==> config.mk <==
export PLATFORM = sky130hd
export DESIGN_NAME = boot_sequencer
export DESIGN_NICKNAME = d
export VERILOG_FILES = /design/src/rtl/galetron_pkg.sv /design/src/rtl/boot_sequencer.sv
export SDC_FILE = /design/constraint.sdc
export NUM_CORES = 1
export LEC_CHECK = 0
export CORE_MARGIN = 2
export CORE_UTILIZATION = 40
export DETAILED_ROUTE_END_ITERATION = 6
export PLACE_DENSITY_LB_ADDON = 0.15
export SLEW_MARGIN = 15
export SYNTH_ARGS = -nofsm -noshare
export SYNTH_HDL_FRONTEND = slang
export SYNTH_SLANG_ARGS = --single-unit
==> constraint.sdc <==
create_clock -name clock -period 7.05 [get_ports clock]
set_clock_uncertainty 0.05 [all_clocks]
set_input_delay 1.0575 -clock clock [delete_from_list [all_inputs] [get_ports clock]]
set_output_delay 1.0575 -clock clock [all_outputs]
set_load 0.005 [all_outputs]
==> src/rtl/galetron_pkg.sv <==
// Galetron boot sequencer shared types.
// State encoding, width defaults and fetch-mode constants.
package galetron_pkg;

    localparam int ADDR_W_DEF  = 10;
    localparam int DATA_W_DEF  = 32;
    localparam int DISK_AW_DEF = 16;
    localparam int TIMEOUT_DEF = 255;

    localparam logic MODE_BIOS = 1'b0;
    localparam logic MODE_PROG = 1'b1;

    typedef enum logic [2:0] {
        BIOS_RUN,
        COPY_REQ,
        COPY_WAIT,
        HANDOFF,
        PROG_RUN
    } boot_state_t;

endpackage

==> src/rtl/boot_sequencer.sv <==
// Galetron boot sequencer: BIOS fetch, disk-to-imem copy, handoff.
// Owns the instruction-fetch mux and stalls the core during a copy.
module boot_sequencer
    import galetron_pkg::*;
#(
    parameter int ADDR_W  = ADDR_W_DEF,
    parameter int DATA_W  = DATA_W_DEF,
    parameter int DISK_AW = DISK_AW_DEF,
    parameter int TIMEOUT = TIMEOUT_DEF
) (
    input  logic               clock,
    input  logic               reset_n,
    input  logic [ADDR_W-1:0]  pc,
    output logic [DATA_W-1:0]  fetch_instr,
    output logic [ADDR_W-1:0]  bios_addr,
    input  logic [DATA_W-1:0]  bios_data,
    output logic [ADDR_W-1:0]  imem_addr,
    output logic [DATA_W-1:0]  imem_wdata,
    output logic               imem_we,
    input  logic [DATA_W-1:0]  imem_rdata,
    output logic [DISK_AW-1:0] disk_addr,
    output logic               disk_rd,
    input  logic [DATA_W-1:0]  disk_rdata,
    input  logic               disk_valid,
    input  logic               load_req,
    input  logic [DISK_AW-1:0] load_base,
    input  logic [ADDR_W:0]    load_len,
    input  logic               exit_req,
    output logic               stall,
    output logic               mode,
    output logic               done,
    output logic               err
);

    localparam int TIMER_W = $clog2(TIMEOUT + 1);

    boot_state_t          state;
    boot_state_t          state_nxt;
    logic [ADDR_W-1:0]    counter;
    logic [ADDR_W:0]      len_q;
    logic [DISK_AW-1:0]   base_q;
    logic [TIMER_W-1:0]   timer;
    logic                 last_word;
    logic                 timed_out;

    // Counter tops out at len-1, so the last write is detected by compare.
    assign last_word = ({1'b0, counter} == (len_q - (ADDR_W+1)'(1)));
    assign timed_out = (timer == TIMER_W'(TIMEOUT));

    assign bios_addr   = pc;
    assign imem_wdata  = disk_rdata;
    assign disk_addr   = base_q + DISK_AW'(counter);
    assign fetch_instr = (mode == MODE_PROG) ? imem_rdata : bios_data;

    // State register.
    always_ff @(posedge clock or negedge reset_n) begin
        if (!reset_n) begin
            state <= BIOS_RUN;
        end else begin
            state <= state_nxt;
        end
    end

    // Next-state logic; a load beats a simultaneous exit in BIOS_RUN.
    always_comb begin
        state_nxt = state;
        unique case (state)
            BIOS_RUN: begin
                if (load_req) begin
                    state_nxt = (load_len == '0) ? HANDOFF : COPY_REQ;
                end
            end
            COPY_REQ: state_nxt = COPY_WAIT;
            COPY_WAIT: begin
                if (disk_valid) begin
                    state_nxt = last_word ? HANDOFF : COPY_REQ;
                end else if (timed_out) begin
                    state_nxt = BIOS_RUN;
                end
            end
            HANDOFF: state_nxt = PROG_RUN;
            PROG_RUN: begin
                if (exit_req) begin
                    state_nxt = BIOS_RUN;
                end
            end
            default: state_nxt = BIOS_RUN;
        endcase
    end

    // Moore/Mealy outputs; strobes vanish as soon as reset clears state.
    always_comb begin
        stall     = 1'b0;
        imem_we   = 1'b0;
        disk_rd   = 1'b0;
        done      = 1'b0;
        err       = 1'b0;
        mode      = MODE_BIOS;
        imem_addr = pc;
        unique case (state)
            COPY_REQ: begin
                stall     = 1'b1;
                disk_rd   = 1'b1;
                imem_addr = counter;
            end
            COPY_WAIT: begin
                stall     = 1'b1;
                imem_addr = counter;
                imem_we   = disk_valid;
                err       = !disk_valid && timed_out;
            end
            HANDOFF: begin
                stall = 1'b1;
                done  = 1'b1;
            end
            PROG_RUN: mode = MODE_PROG;
            default: ;
        endcase
    end

    // Copy datapath: latched image descriptor, word counter, wait timer.
    always_ff @(posedge clock or negedge reset_n) begin
        if (!reset_n) begin
            base_q  <= '0;
            len_q   <= '0;
            counter <= '0;
            timer   <= '0;
        end else begin
            if (state == BIOS_RUN && load_req && load_len != '0) begin
                base_q  <= load_base;
                len_q   <= load_len;
                counter <= '0;
            end
            if (state == COPY_REQ) begin
                timer <= '0;
            end
            if (state == COPY_WAIT) begin
                timer <= timer + 1'b1;
                if (disk_valid) begin
                    counter <= last_word ? '0 : counter + 1'b1;
                end
            end
        end
    end

endmodule
==> run summary, run 1 <==
Final Max Tran Viols - 0
Max_cap viols - 0
LEAKAGE - 2.26 nW
Die area - 10,400 um2
Clk pin slew, worst setup/hold paths - 0.10 ns
Later-pin clock latency in the skew report - 0.31 ns
Initial antenna violation count - 0
Synth top cells by count - 64 x mux2_2, 48 x dfrtp_1, 42 x buf_4, 26 x nand2_1, 21 x nor2_1
Highest routed layer - met4
Num CTS Buffers - 5
Initial core utilization - 41.3%
Synth warnings - 0
Setup repair bufs after CTS - 0
Placed Cells - 661
Unique masters post-synth - 52
Root Buffer - clkbuf_8
Synthesized area - 3840 um2
Slowest cell delay on critical path - 0.51 ns
CP startpoint kind - register
Die Y - 102 um
# rows - 35
Final worst-path cycle share - 62.2%
Crit-path max FO - 8
DR iter-0 viols - 91
Crit-path cells - ha_1 > inv_1 > fa_1 > nor2b_1 > o21ai_0 > a21boi_0 > o211ai_1 > a21oi_1 > o21ai_0 > xnor2_1 > clkdlybuf4s50_1
Worst vdd ir - 0.000127 V
Die width - 102 um
Area share of the largest cell type after synthesis - 31.3%
Most common cell in the netlist - mux2_2
CTS tree - built
Total GRT Usage - 20.6%
Worst Path Required - 5.94 ns
Share of cells above drive strength 1 - 15.0%
Sequential area share after synthesis - 31.3%
Kind of critical path - reg2out
Routed via count - 3,408
Mapped Nets - 562
CP dominant cell by count - o21ai_0
Layout Cells excl Fill - 669
Critical path's slowest cell - clkdlybuf4s50_1
Slew @ Worst Pin - 0.623 ns
Synth-to-layout area growth - 44.0%
Number of buffers added on ports - 179
Critical path arrival - 3.28 ns
Final ANT Viol Nets - 0
Power per Cell Area - 305 nW/um2
Top cell type by total area after synthesis - dfrtp_1
Final #Nets - 691
#FFs+latches synth - 48
First-pass GRT wire length - 16,700 um
Largest net degree at the start of global routing - 49
Post-route DRC - 0
FMAX - 0.228 GHz
Vias in the first global route - 3,415
Fin. Hold Viols - 0
Io pins - 244
Final GP Congestion - 0.844
Synth top area cells - dfrtp_1 31%, mux2_2 19%, buf_4 8.2%, ha_1 4.2%, xnor2_1 4.1%
DR pass1 iterations - 4
Routed WL - 10,900 um
Crit path time final - 4.38 ns
Mapped Cells - 410
Worst slew margin - 58.5%
Diode count - 0
Post-cts sizing count - 0
Wire per inst - 16.3 um
Setup crit end kind - primary output
Ys flop type - dfrtp_1
Worst min-delay path category - reg2reg
Setup TNS - 0 ns
Hpwl dp - 8930 um
DR WL met2 - 5630 um
# setup viols final - 0
Via density - 5.09
CTS H-tree depth - 2
Syn Area/Cell - 9.36 um2
CTS Sinks - 48
RSZ-0062 raised after global routing - no
Met1 WL - 4180 um
Hold Buf Count CTS - 0
Met3 WL - 984 um
Share of synthesized registers carrying an async set or reset - 100%
Outcome - finished, final reports clean
Total congestion overflow - 0
Number of flops mapped to enable cells by yosys - 0
Deepest clock path buffer count - 2
Core Region - 9280 um2
==> worst max-delay path: cells and delay by family (launching register included) <==
family          cells  cell delay (ns)
buf+inv             2             0.56
flops               1             0.49
fa+ha+maj           2             0.63
simple gates        1             0.12
compound gates      5             1.02
xor+xnor            1             0.15
==> worst paths after layout <==
kind | from | end | slack (ns) | cells after the start
max in group asynchronous | reset_n | len_q[2] | 5.82 | 1
setup / recovery | counter[0] | disk_addr[14] | 2.67 | 11
hold / removal | timer[6] | timer[6] | 0.44 | 1
setup reg to reg | len_q[3] | counter[6] | 4.20 | 7
hold reg to reg | timer[6] | timer[6] | 0.44 | 1
min in group asynchronous | reset_n | base_q[5] | 0.70 | 1
==> through the flow <==
stage	util [%]	instance area, um2	power, W	hold WS, ns	setup slack (ns)
after floorplan	-	3840	0.00106	0.399	3.82
after global placement	58.3	5410	0.00147	0.420	3.07
after detailed placement	58.3	5410	0.00149	0.421	3.00
after CTS	59.5	5530	0.00170	0.440	2.63
after global routing	59.5	5530	0.00182	0.479	2.39
final	59.5	5530	0.00168	0.444	2.67
==> layer usage <==
layer | global-route usage (%) | vias to the layer above
li1 | - | 1671
met1 | 23.5 | 1581
met2 | 37.4 | 145
met3 | 7.18 | 11
met4 | 3.90 | 0
met5 | 0 | -
==> state kept, by name, indices dropped and copies added (netlist names) <==
name / count
counter: 10
len_q: 11
base_q: 16
timer: 8
state: 3
==> area by class of cell <==
class / instances / area (um2)
Fill cell: 811 / 3760
Clock buffer: 5 / 68.8
Timing Repair Buffer: 182 / 1810
Clock inverter: 3 / 46.3
Tap cell: 129 / 161
Multi-Input combinational cell: 283 / 2170
Sequential cell: 48 / 1200
Inverter: 19 / 71.3
==> cells in the final DEF, fill, tap and decap left out, drive strengths merged, types with 10 or more instances in the layout <==
cell	synthesis	layout
xnor2	18	18
nand3	17	17
dfrtp	48	48
o21ai	22	22
nor2	21	21
ha	13	13
inv	19	20
xor2	10	10
a21oi	10	10
mux2	64	64
clkdlybuf4s50	0	178
nand2	26	26
==> where the power goes <==
group | leakage, nW | switching (W) | internal, W
combinational | 1.60 | 0.000400 | 0.000592
sequential | 0.605 | 0.000112 | 0.000375
clock | 0.0548 | 0.0000976 | 0.000107
total | 2.26 | 0.000610 | 0.00107
==> cells by family (layout without fill, tap and decap cells) <==
group	count (synthesis)	in the layout	share of synthesized area, %
flops	48	48	31.3
buf+inv	79	209	12.3
mux	68	68	19.8
xor+xnor	28	28	6.39
fa+ha+maj	14	14	4.76
compound gates	65	65	10.7
simple gates	108	108	14.8
No activity file was read; power rests on OpenSTA's default activity.
==> inputs of run 2 (changes only) <==
Settings changed: CORE_UTILIZATION 40 to 37.
Clock period 7.05 ns to 4.45 ns, I/O delays scaled along.
==> run summary, run 2 (synthesis results as in run 1) <==
Final worst-path cycle share - 90.0%
Initial antenna violation count - 0
Deepest clock path buffer count - 2
Post-layout worst setup margin - 0.445 ns
Final GP Congestion - 0.830
Setup crit end kind - primary output
Total GRT Usage - 19.1%
R2R Path Start - len_q[3]
Diode count - 0
Crit path time final - 4.01 ns
First-pass GRT wire length - 17,100 um
WHS - 0.319 ns
Power per Cell Area - 480 nW/um2
DR pass1 iterations - 4
Die area - 11,200 um2
Total power - 0.00266 W
Root Buffer - clkbuf_8
Fin. Hold Viols - 0
Critical path arrival - 3.29 ns
R2R Path End - counter[6]
Synth-to-layout area growth - 44.1%
Core Region - 10,200 um2
RSZ-0062 raised after global routing - no
Share of cells above drive strength 1 - 15.0%
Post-cts sizing count - 0
Biggest regs - base_q: 16 flops, len_q: 11 flops, counter: 10 flops
Final #Nets - 691
Worst r2r path cells - 7
Setup repair bufs after CTS - 0
Total congestion overflow - 0
Post-route DRC - 0
CTS tree - built
DR iter-0 viols - 140
Worst vdd ir - 0.000160 V
Wire per inst - 15.6 um
Routed via count - 3,428
Num CTS Buffers - 5
Setup TNS - 0 ns
Worst slew margin - 57.6%
Via density - 5.07
Top reg by flops - base_q
Crit-path max FO - 8
Final ANT Viol Nets - 0
Placed Cells - 668
Commonest non-fill, non-tap cell in the layout - clkdlybuf4s50_1
Flop2flop setup slack - 1.68 ns
FMAX - 0.250 GHz
# setup viols final - 0
CP startpoint kind - register
Hpwl dp - 8620 um
Initial core utilization - 37.7%
# rows - 37
Slew @ Worst Pin - 0.632 ns
Die Y - 106 um
CP dominant cell by count - o21ai_0
Layout Cells excl Fill - 676
Die width - 106 um
Max_cap viols - 0
CTS H-tree depth - 2
Worst min-delay path category - in2async
Number of buffers added on ports - 179
Final Max Tran Viols - 0
Routed WL - 10,500 um
Largest net degree at the start of global routing - 49
CTS Sinks - 48
LEAKAGE - 2.26 nW
Later-pin clock latency in the skew report - 0.31 ns
Kind of critical path - reg2out
Clk pin slew, worst setup/hold paths - 0.09 ns
Max reg flops - 16
Vias in the first global route - 3,571
Crit path from - counter[0]
Worst Path Required - 3.73 ns
Crit-path cells - ha_1 > inv_1 > fa_1 > nor2b_1 > o21ai_0 > a21boi_0 > o211ai_1 > a21oi_1 > o21ai_0 > xnor2_1 > clkdlybuf4s50_1
Pre-CTS setup slack - 0.751 ns
Slowest cell delay on critical path - 0.51 ns
Outcome - finished, final reports clean
Critical path's slowest cell - clkdlybuf4s50_1
Io pins - 244
Hold Buf Count CTS - 0
Commonest cells after routing, fill and taps aside - 178 x clkdlybuf4s50_1, 64 x mux2_2, 48 x dfrtp_1, 26 x nand2_1, 21 x nor2_1
run 2: cell count changes in the layout (fill, tap and decap cells not counted):
cell / before / now
inv_6: 1 / 0
clkinv_2: 0 / 1
run 2: per-layer routing:
metal / vias to the layer above / track usage [%] / wire, um
li1: 1662 / - / -
met1: 1592 / 20.8 / 4020
met2: 158 / 34.8 / 5350
met3: 16 / 6.80 / 973
met4: 0 / 5.55 / 206
met5: - / 0 / 0
run 2: where the power goes:
part	switching [W]	total [W]	internal [W]
combinational	0.000626	0.00156	0.000936
clock	0.000148	0.000314	0.000166
sequential	0.000186	0.000779	0.000594
run 2: worst max path at each step:
stage,endpoint,slack (ns),depth (start not counted)
finish,disk_addr[14],0.44,11
global route,disk_addr[14],0.06,11
CTS,disk_addr[14],0.40,11
detailed placement,disk_addr[14],0.75,11
global placement,disk_addr[14],0.85,11
floorplan,disk_addr[12],1.61,10
run 2: worst max-delay path: cells and delay by family, from the launching register on:
family          cells  cell delay, ns
buf+inv             2            0.57
compound gates      5            1.04
simple gates        1            0.13
xor+xnor            1            0.14
flops               1            0.49
fa+ha+maj           2            0.62
run 2: stage by stage:
| stage | instance area [um2] | util (%) |
|---|---|---|
| after floorplan | 3840 | - |
| after global placement | 5420 | 53.2 |
| after detailed placement | 5420 | 53.2 |
| after CTS | 5530 | 54.3 |
| after global routing | 5530 | 54.3 |
| final | 5530 | 54.3 |
run 2: cell type report:
| type | instances | area [um2] |
|---|---|---|
| fill | 931 | 4650 |
| multi-input combinational | 283 | 2170 |
| timing repair buffer | 182 | 1810 |
| sequential | 48 | 1200 |
| tap | 136 | 170 |
| inverter | 19 | 71.3 |
| clock buffer | 5 | 68.8 |
| clock inverter | 3 | 42.5 |
==> inputs of run 3 (changes only) <==
Clock period 4.45 ns to 4 ns, I/O delays scaled along.
==> run summary, run 3 (synthesis results as in run 1) <==
Initial antenna violation count - 0
CP startpoint kind - register
Commonest cells after routing, fill and taps aside - 178 x clkdlybuf4s50_1, 64 x mux2_2, 47 x dfrtp_1, 26 x nand2_1, 21 x nor2_1
Io pins - 244
Worst slew margin - 58.6%
Final Max Tran Viols - 0
Outcome - finished, final reports clean
Total congestion overflow - 0
Via density - 5.09
Routed via count - 3,446
Worst min-delay path category - in2async
Biggest regs - base_q: 16 flops, len_q: 11 flops, counter: 10 flops
Largest net degree at the start of global routing - 49
Crit-path max FO - 7
First-pass GRT wire length - 17,100 um
Kind of critical path - reg2out
Post-route DRC - 0
Commonest non-fill, non-tap cell in the layout - clkdlybuf4s50_1
Power per Cell Area - 529 nW/um2
Die area - 11,200 um2
Worst Path Required - 3.35 ns
Hpwl dp - 8650 um
Number of buffers added on ports - 179
Final worst-path cycle share - 94.0%
Later-pin clock latency in the skew report - 0.31 ns
# rows - 37
Crit path time final - 3.76 ns
Setup crit end kind - primary output
Top reg by flops - base_q
Root Buffer - clkbuf_8
CTS H-tree depth - 2
Die Y - 106 um
Vias in the first global route - 3,489
Critical path arrival - 3.11 ns
Fin. Hold Viols - 0
Total GRT Usage - 19.1%
R2R Path End - counter[6]
Setup TNS - 0 ns
DR iter-0 viols - 72
CTS tree - built
Setup repair bufs after CTS - 0
Final #Nets - 692
LEAKAGE - 2.26 nW
Initial core utilization - 37.7%
Clk pin slew, worst setup/hold paths - 0.10 ns
Worst vdd ir - 0.000200 V
Total power - 0.00293 W
Routed WL - 10,600 um
Max_cap viols - 0
Die width - 106 um
R2R Path Start - len_q[3]
Wire per inst - 15.7 um
DR pass1 iterations - 6
Synth-to-layout area growth - 44.3%
CTS Sinks - 48
Final GP Congestion - 0.826
Num CTS Buffers - 5
Worst r2r path cells - 7
Diode count - 0
Share of cells above drive strength 1 - 15.9%
FMAX - 0.266 GHz
Slew @ Worst Pin - 0.621 ns
Deepest clock path buffer count - 2
Final ANT Viol Nets - 0
RSZ-0062 raised after global routing - no
Max reg flops - 16
Flop2flop setup slack - 1.15 ns
Core Region - 10,200 um2
# setup viols final - 0
## run 3: cell types whose count changed in the layout (fill, tap and decap cells not counted), sizes merged
| cell | previous run | this run |
|---|---|---|
| inv | 19 | 21 |
| clkinvlp | 1 | 0 |
| buf | 4 | 5 |
| bufinv | 1 | 0 |
## run 3: how the worst max path moves through the flow
stage                               end  slack, ns       start  cells after the start
after floorplan           disk_addr[12]       1.23  counter[0]                     10
after global placement    disk_addr[14]       0.46  counter[0]                     11
after detailed placement  disk_addr[12]       0.36  counter[0]                     11
after CTS                 disk_addr[12]       0.09  counter[0]                     11
after global routing      disk_addr[14]       0.03  counter[0]                     11
final                     disk_addr[11]       0.24  counter[1]                      9
## run 3: final cells by class
| cell class | instances | area (um2) |
|---|---|---|
| Sequential cell | 48 | 1200 |
| Inverter | 19 | 71.3 |
| Clock buffer | 5 | 68.8 |
| Fill cell | 912 | 4640 |
| Multi-Input combinational cell | 283 | 2180 |
| Timing Repair Buffer | 183 | 1820 |
| Clock inverter | 3 | 26.3 |
| Tap cell | 136 | 170 |
## run 3: report_power, final
| part | switching [W] | internal (W) | leakage, nW |
|---|---|---|---|
| combinational | 0.000709 | 0.00105 | 1.60 |
| clock | 0.000179 | 0.000129 | 0.0491 |
| sequential | 0.000206 | 0.000661 | 0.603 |
## run 3: layer usage
| metal | up-vias | GRT usage (%) | wire length, um |
|---|---|---|---|
| li1 | 1673 | - | - |
| met1 | 1605 | 20.6 | 3970 |
| met2 | 154 | 35.4 | 5530 |
| met3 | 14 | 6.43 | 971 |
| met4 | 0 | 4.98 | 149 |
| met5 | - | 0 | 0 |
## run 3: timing repair
action                                  in CTS  in global routing
pin swaps                                    0                  1
hold buffers                                 0                  0
gates resized for setup                      1                  4
endpoints found under the hold margin        0                  0
endpoints found under the setup margin       1                  4
## run 3: stage by stage
stage	hold WS (ns)	std cells	cell area [um2]	worst slack, ns	util, %
2_1_floorplan	0.254	410	3840	1.23	-
4_1_cts	0.456	677	5520	0.0905	54.2
5_1_grt	0.286	677	5540	0.0302	54.4
3_3_place_gp	0.427	669	5430	0.458	53.3
6_report	0.251	677	5540	0.241	54.4
3_5_place_dp	0.440	669	5430	0.364	53.3
## run 3: critical path, cell delays in order (launching register included)
cell,delay [ns]
dfrtp_1,0.47
ha_1,0.32
a21o_1,0.18
a21oi_1,0.21
o21ai_0,0.16
o41a_1,0.42
a41oi_2,0.28
nand2b_1,0.15
xnor2_1,0.11
clkdlybuf4s50_1,0.51
==> edit: new RTL, settings of run 3 <==
The 5 states of `boot_state_t` get a Gray code encoding in 3 bits.
--- a/src/rtl/galetron_pkg.sv
+++ b/src/rtl/galetron_pkg.sv
@@ -11,11 +11,11 @@
     localparam logic MODE_PROG = 1'b1;
 
     typedef enum logic [2:0] {
-        BIOS_RUN,
-        COPY_REQ,
-        COPY_WAIT,
-        HANDOFF,
-        PROG_RUN
+        BIOS_RUN  = 3'b000,
+        COPY_REQ  = 3'b001,
+        COPY_WAIT = 3'b011,
+        HANDOFF   = 3'b010,
+        PROG_RUN  = 3'b110
     } boot_state_t;
 
 endpackage
Formal check against the unedited RTL: no difference found for any inputs over 10 cycles, from zero or initial values and one cycle with reset_n low; not proved beyond that.
==> edit against run 3 <==
Area after synthesis grew 3.4%. Sequential power grew 3.6%. Sequential cell count is the same. Power grew 1.6%. Die area grew 3.3%. Setup slack gained 0.017 ns. Wire length grew 19%. Highest routed layer unchanged. Final area grew 1.7%. Register-to-register slack gained 0.28 ns.
==> edit: results <==
set metrics [dict create \
    drt_iter0_drc 232 \
    met2WireLength_mm 6.07 \
    synth_commonest_cells "nand2_1, dfrtp_1, buf_4" \
    status "finished, final reports clean" \
    worst-r2r-setup-slack_ns 1.43 \
    nClkBuffers 6 \
    wl_met3_mm 1.21 \
    synth_compound_area_frac 0.147 \
    totalWireLength_mm 12.6 \
    synth_area_leaders "dfrtp_1, nand2_1, buf_4" \
    crit_start "counter[0]" \
    grt_first_pass_wirelength_mm 19.6 \
    fin_hold_ws_ns 0.257 \
    ir_worst_vdd_uv 313 \
    final_nets 785 \
    inverters_excl_clock 18 \
    synth_xor_area_frac 0.0485 \
    slew_headroom 0.576 \
    r2r_end "counter[8]" \
    multi_input_gates 377 \
    dp.final_hpwl_mm 10.0 \
    ys_seq_area_frac 0.303 \
    worstSetupEndpoint "disk_addr[12]" \
    register_area_sq_mm 0.00120 \
    p_leak_nw 2.43 \
    grt_pass1_vias 3829 \
    multi_input_area_sq_mm 0.00228 \
    grt.total_usage 0.214 \
    synthMuxAreaShare 0.0807 \
    synthAdderAreaFrac 0.0460 \
]
edit: logic make-up (layout without fill, tap and decap cells):
kind of cell               after synthesis  in the layout
AOI/OAI and AO/OA                       88             88
muxes                                   29             29
adders and majority gates               14             14
buffers and inverters                   84            209
xor gates and xnor gates                22             22
DFF                                     48             48
and+or+nand+nor                        224            224
edit: metrics by stage:
step	utilization	cell area (sq um)	cells	setup slack, ns
floorplan	-	3970	509	1.36
global placement	0.534	5540	762	0.682
detailed placement	0.534	5540	762	0.644
CTS	0.543	5630	770	0.273
global route	0.543	5640	770	0.0835
finish	0.543	5640	770	0.259
edit: power by group through the flow:
stage	Combinational [mW]	Sequential (mW)	Clock [mW]
finish	1.76	0.899	0.319
global route	1.96	0.941	0.348
CTS	1.77	0.898	0.331
detailed placement	1.76	0.908	0
global placement	1.75	0.900	0
floorplan	1.12	0.777	0
